### src/rtl/io_buf_2_ctrl.sv
// Purpose: runs one write/readback sequence on a 2-bit IO buffer, then compares the readback with the written value.
// Latency: a start accepted in IDLE leads to a done pulse T_SETUP+T_WR+T_HOLD+T_RLS+T_RD+1 cycles later.
// Backpressure: none. start is sampled only in IDLE and ignored while a transaction is running.
module io_buf_2_ctrl #(
   parameter int unsigned T_SETUP = 2,
   parameter int unsigned T_WR    = 2,
   parameter int unsigned T_HOLD  = 2,
   parameter int unsigned T_RLS   = 1,
   parameter int unsigned T_RD    = 1
) (
   input  logic       clk,
   input  logic       rst,
   input  logic       start,
   input  logic [1:0] data_in,
   input  logic [1:0] rd_data,
   output logic       in1,
   output logic       in2,
   output logic       wr_en,
   output logic       rd_en,
   output logic       busy,
   output logic       done,
   output logic       pass,
   output logic       fail,
   output logic [3:0] led
);

   typedef enum logic [2:0] {
      S_IDLE,
      S_SETUP,
      S_WRITE,
      S_HOLD,
      S_RELEASE,
      S_READ,
      S_DONE
   } state_t;

   // Phase lengths as counter load values (each phase length is 1..255).
   localparam logic [7:0] C_SETUP = 8'(T_SETUP);
   localparam logic [7:0] C_WR    = 8'(T_WR);
   localparam logic [7:0] C_HOLD  = 8'(T_HOLD);
   localparam logic [7:0] C_RLS   = 8'(T_RLS);
   localparam logic [7:0] C_RD    = 8'(T_RD);

   state_t     state_q;
   logic [7:0] cnt_q;
   logic [1:0] wdata_q;
   logic       in1_q;
   logic       in2_q;
   logic       wr_en_q;
   logic       rd_en_q;
   logic       busy_q;
   logic       done_q;
   logic       pass_q;
   logic       fail_q;
   logic [3:0] led_q;
   logic       cnt_last;

   // The current phase ends on the cycle where the down-counter reads 1.
   assign cnt_last = (cnt_q == 8'd1);

   // Sequencer FSM. Every output is a register that is updated on the same edge as the state,
   // so the outputs change together with the phase they belong to.
   always_ff @(posedge clk) begin
      if (rst) begin
         state_q <= S_IDLE;
         cnt_q   <= 8'd0;
         wdata_q <= 2'b00;
         in1_q   <= 1'b0;
         in2_q   <= 1'b0;
         wr_en_q <= 1'b0;
         rd_en_q <= 1'b0;
         busy_q  <= 1'b0;
         done_q  <= 1'b0;
         pass_q  <= 1'b0;
         fail_q  <= 1'b0;
         led_q   <= 4'b0000;
      end else begin
         done_q <= 1'b0;
         cnt_q  <= cnt_q - 8'd1;
         case (state_q)
            S_IDLE: begin
               cnt_q <= 8'd0;
               if (start) begin
                  wdata_q <= data_in;
                  pass_q  <= 1'b0;
                  fail_q  <= 1'b0;
                  led_q   <= 4'b0000;
                  busy_q  <= 1'b1;
                  cnt_q   <= C_SETUP;
                  state_q <= S_SETUP;
               end
            end
            S_SETUP: begin
               if (cnt_last) begin
                  {in1_q, in2_q} <= wdata_q;
                  wr_en_q        <= 1'b1;
                  cnt_q          <= C_WR;
                  state_q        <= S_WRITE;
               end
            end
            S_WRITE: begin
               if (cnt_last) begin
                  // Data stays on the pins through HOLD; only the strobe drops.
                  wr_en_q <= 1'b0;
                  cnt_q   <= C_HOLD;
                  state_q <= S_HOLD;
               end
            end
            S_HOLD: begin
               if (cnt_last) begin
                  in1_q   <= 1'b0;
                  in2_q   <= 1'b0;
                  cnt_q   <= C_RLS;
                  state_q <= S_RELEASE;
               end
            end
            S_RELEASE: begin
               if (cnt_last) begin
                  rd_en_q <= 1'b1;
                  cnt_q   <= C_RD;
                  state_q <= S_READ;
               end
            end
            S_READ: begin
               if (cnt_last) begin
                  // Readback is captured on the edge that leaves READ.
                  rd_en_q <= 1'b0;
                  busy_q  <= 1'b0;
                  done_q  <= 1'b1;
                  led_q   <= 4'b0001 << rd_data;
                  pass_q  <= (rd_data == wdata_q);
                  fail_q  <= (rd_data != wdata_q);
                  cnt_q   <= 8'd0;
                  state_q <= S_DONE;
               end
            end
            S_DONE: begin
               cnt_q   <= 8'd0;
               state_q <= S_IDLE;
            end
            default: begin
               cnt_q   <= 8'd0;
               in1_q   <= 1'b0;
               in2_q   <= 1'b0;
               wr_en_q <= 1'b0;
               rd_en_q <= 1'b0;
               busy_q  <= 1'b0;
               state_q <= S_IDLE;
            end
         endcase
      end
   end

   assign in1   = in1_q;
   assign in2   = in2_q;
   assign wr_en = wr_en_q;
   assign rd_en = rd_en_q;
   assign busy  = busy_q;
   assign done  = done_q;
   assign pass  = pass_q;
   assign fail  = fail_q;
   assign led   = led_q;

endmodule

### config.mk
export PLATFORM = sky130hd
export DESIGN_NAME = io_buf_2_ctrl
export DESIGN_NICKNAME = d
export VERILOG_FILES = /design/src/rtl/io_buf_2_ctrl.sv
export SDC_FILE = /design/constraint.sdc
export NUM_CORES = 1
export LEC_CHECK = 0
export CORE_UTILIZATION = 56
export DETAILED_ROUTE_END_ITERATION = 12
export PLACE_DENSITY = 0.88
export SLEW_MARGIN = 40
export SYNTH_ARGS = -nofsm -noshare
export SYNTH_HDL_FRONTEND = slang
export SYNTH_SLANG_ARGS = --single-unit
### constraint.sdc
create_clock -name clk -period 3.2 [get_ports clk]
set_input_delay 0.64 -clock clk [delete_from_list [all_inputs] [get_ports clk]]
set_output_delay 0.64 -clock clk [all_outputs]
set_load 0.02 [all_outputs]
# Word-level counts from Yosys, hierarchy flattened

Index checks and enable logic that the tools add are counted.

Output and inout port bits: 12
Logic and storage cells: 81
Flip-flop bits (word level): 25

Muxes and demuxes: 31
Shifts and indexed selects: 1
Eq/ne operators: 15
Bitwise gates (word level): 5
Reduce and logical (&&, ||, !) cells: 16
Add/subtract/negate cells: 1

Operator list:

| cell                                                               | number |
|---|---|
| 8-bit one-hot mux with 4 select lines                              | 1 |
| 8-bit two-way mux                                                  | 3 |
| 5-bit OR reduction                                                 | 4 |
| 3-bit two-way mux                                                  | 6 |
| 3-bit one-hot mux with 6 select lines                              | 1 |
| 1-bit one-hot mux with 3 select lines                              | 5 |
| 3-bit AND reduction                                                | 5 |
| 2-bit inequality test, second input constant                       | 6 |
| 3-bit == test, second input constant                               | 3 |
| 1-bit two-way mux                                                  | 9 |
| 8-bit by 1-bit == test with 1-bit output, second input constant    | 1 |
| 4-bit two-way mux                                                  | 2 |
| 4-bit one-hot mux with 2 select lines                              | 1 |
| 8-bit by 1-bit subtractor with 8-bit output, second input constant | 1 |
| 3-bit by 2-bit == test with 1-bit output, second input constant    | 2 |
| 6-bit AND reduction                                                | 1 |
| 2-bit OR reduction                                                 | 3 |
| 1-bit inverter                                                     | 5 |
| 1-bit one-hot mux with 2 select lines                              | 2 |
| 1-bit by 2-bit left shift with 4-bit output, first input constant  | 1 |
| 3-bit by 1-bit == test with 1-bit output, second input constant    | 1 |
| 3-bit zero test                                                    | 1 |
| 2-bit == test                                                      | 1 |
| 2-bit two-way mux                                                  | 1 |
| 3 further kinds                                                    | 3 |

# Logic depth before layout (Yosys ltp)

Depth after elaboration: 4
Gate-level depth with buffers: 6
Gate-level depth less buffers: 6

# Worst setup path after synthesis

OpenSTA, ideal clock, no wires.

Path kind: flip-flop to flip-flop
Start: register cnt_q[0]
End: register led_q[0], in the netlist led[0]
Clock period less this slack: 1,676 ps
Library setup time: 121 ps
Stages on the path, launching flop included: 6
Slack: 1,524 ps
Buffers on the path: 0
Arrival: 1,555 ps
Path through: dfxtp_1 > ha_1 > or4b_4 > nor2_4 > a21oi_2 > mux2_4

Word-level cells in the longest chain between the ends: 3

RTL lines:

| what                                     | line | RTL |
|---|---|---|
| start, declared                          | 45   | `logic [7:0] cnt_q;` |
| start signal, assigned                   | 79   | `cnt_q <= cnt_q - 8'd1;` |
| 8-bit by 1-bit == test with 1-bit output | 59   | `assign cnt_last = (cnt_q == 8'd1);` |
| 2-bit inequality test (no line)          | --   |  |
| 3-bit AND reduction (no line)            | --   |  |
| end signal, assigned                     | 130  | `led_q <= 4'b0001 << rd_data;` |
| end, declared                            | 55   | `logic [3:0] led_q;` |

No other way between the ends.
A chain may end at the register's enable or synchronous reset.

==> impl_metrics.ini <==
[final_layout]
multiInputGateArea_sq_um = 709
nFillCells = 166
antenna_cells = 0
syn_to_final_growth_pct = 17.4
drive_gt1_frac = 0.0724
finish.utilization = 0.723
nets = 162
regArea_sq_um = 500

[yosys]
syn-num-nets = 145
synthArstFlopShare = 0
ys_warn_count = 0
synth_top_area_cell = dfxtp_1
yosys_most_used_dff = dfxtp_1
synth_cell_types = 38
synth_cells = 136
yosysMostFrequentCell = dfxtp_1
yosys_register_bits = 25
postSynthAreaPerCell_sq_um = 9.15
netlist_area_sq_um = 1240
synth_edf_count = 0
yosys.area.top_type_share = 0.402
synth_seq_area_share = 0.402
synthTopCellsByArea = dfxtp_1 40%, xnor2_1 4.9%, mux2i_1 4.8%, nor3_1 4.4%, nor2_1 4.2%
ys_top_cells_by_count = 25 x dfxtp_1, 14 x nor2_1, 11 x nor3_1, 9 x a21oi_1, 7 x xnor2_1

[outcome]
outcome = completed

[sta]
fmax_mhz = 509
post-route-period-util = 0.614
rsz0062_at_grt = false
hold_viol_final = 0
max-slew-margin-rel = 0.550
maxSlewViolCount = 0
finalSetupViolCount = 0
worst_pin_slew_ps = 673
tns_ps = 0
finalClockSkew_ps = 1.11
min_period_ps = 1960

[die]
die_width_um = 49.2
die_area_sq_um = 2420
initial_core_util = 0.616
coreArea_sq_um = 2020
die_y_um = 49.2
io_pins = 19
row_count = 16

[setup_path]
crit_path_cell_trace = clkdlybuf4s50_1 > or3_1 > a21oi_1 > mux2_4
cp_slowest_stage_delay_ps = 750
worst_path_max_delay_cell = clkdlybuf4s50_1
critPathArrivalTime_ps = 2240
path_max_fanout = 21
critPathRequiredTime_ps = 3480
end_kind = register
startpoint_type = input pin
crit_type = input pin to register
reg2reg_to = fail$_SDFFE_PP0P_
r2r-start = cnt_q[0]$_SDFF_PP0_
r2r_cells = 5
rrSetupSlack_ps = 1350

[routing]
ant_nets = 0
drt_iter0_drc = 15
first_pass_iters = 4
wl_per_cell_um = 14.2
routed_wl_mm = 2.54
drc = 0
vias_per_cell = 5.92
vias = 1059

[clock_tree]
clk_pin_slew_ps = 130
cts.sinks = 25
cts.repair_timing.setup_buffer_count = 0
postCtsHoldBufs = 0
htree_levels = 1
cts_buffers = 3
cts_resized = 0
root_buffer = clkbuf_4
cts_buffer_depth = 2
cts_tree = done
insertion_delay_ps = 320

[placed_design]
routabilityCongestion = 0.861
portBuffers = 18
hpwl_mm = 1.88

[pwr]
p_leak_nw = 0.545
powerDensity_nw_per_um2 = 459
p_total_w = 0.000671
ir_worst_vdd_mv = 0.369

[global_routing]
grt_max_degree = 22
antenna_found_initial = 0
grt_overflow = 0
grt_use_total = 0.242
grt_pass1_wl_mm = 4.51
grt_pass1_vias = 1042

[worst_hold_path]
holdPathEnd = in2$_SDFFE_PP0P_
hp-start = in2$_SDFFE_PP0P_
min_delay_path_depth = 1
hold_path.class = register to register

[job]
cap_violations = 0
## kinds of logic after synthesis
family / Yosys count / share of synthesized area
buffers and inverters: 9 / 0.0281
multiplexers: 8 / 0.0724
AO/OA/AOI/OAI: 27 / 0.150
flip-flops: 25 / 0.402
adder cells (fa/ha/maj): 2 / 0.0201
XOR/XNOR: 8 / 0.0563
AND/OR/NAND/NOR: 57 / 0.271
## layer usage
layer / global-route usage / vias up / wire (um)
met1: 0.294 / 500 / 1100
met4: 0.132 / 0 / 45
met5: 0 / - / 0
li1: - / 518 / -
met2: 0.402 / 36 / 1280
met3: 0.0405 / 5 / 116
## worst max-delay path by stage
stage	from	end	slack [ps]	cells past startpoint
2_1_floorplan	cnt_q[0]$_SDFF_PP0_	led[0]$_SDFFE_PP0P_	1520	5
3_3_place_gp	rst	led[0]$_SDFFE_PP0P_	960	4
3_5_place_dp	rst	led[0]$_SDFFE_PP0P_	900	4
4_1_cts	rst	led[0]$_SDFFE_PP0P_	1230	4
5_1_grt	rst	led[0]$_SDFFE_PP0P_	1120	4
6_report	rst	fail$_SDFFE_PP0P_	1240	4
## cells in the final DEF, fill, tap and decap left out, drive strengths merged, types with 2 or more instances in the layout
master	instances
a21o	2
clkbuf	4
xnor2	7
dfxtp	25
a32o	2
nor2	15
o31ai	2
inv	3
a31oi	2
nand2	4
nand3	3
nand2b	6
nor4b	2
nor2b	3
ha	2
and3	2
nor3	11
clkdlybuf4s50	18
a21oi	10
mux2i	6
o21ai	3
mux2	2
or3	4
nand3b	3
## state kept, by name (all words and copies together), names as in the netlist
name and cells:
cnt_q 8, led 4, state_q 3, wdata_q 2, busy 1, done 1
fail 1, in1 1, in2 1, pass 1, rd_en 1, wr_en 1
## power breakdown
| group | leakage [nW] | internal (W) | total [W] | switching [W] |
|---|---|---|---|---|
| clock network | 0.0150 | 0.0000489 | 0.000142 | 0.0000929 |
| registers | 0.203 | 0.000332 | 0.000359 | 0.0000279 |
| logic | 0.326 | 0.0000826 | 0.000170 | 0.0000877 |
| total | 0.545 | 0.000463 | 0.000671 | 0.000208 |
## per-stage QoR
step | std cells | hold WS [ps] | setup WS [ps] | area (sq um)
6_report | 179 | 481 | 1240 | 1460
5_1_grt | 179 | 505 | 1120 | 1460
4_1_cts | 179 | 486 | 1230 | 1460
3_5_place_dp | 175 | 455 | 896 | 1440
3_3_place_gp | 175 | 454 | 957 | 1440
2_1_floorplan | 136 | 495 | 1520 | 1240
## worst max-delay path, delay by kind of cell
family	cells	cell delay, ps
AO/OA/AOI/OAI	1	150
AND/OR/NAND/NOR	1	540
multiplexers	1	160
buffers and inverters	1	750
## cell type report
class / instances / area share
multi-input combinational: 102 / 0.485
sequential: 25 / 0.342
timing repair buffer: 18 / 0.123
tap: 27 / 0.0231
clock buffer: 4 / 0.0180
inverter: 3 / 0.00771
(Power assumes the default switching activity.)
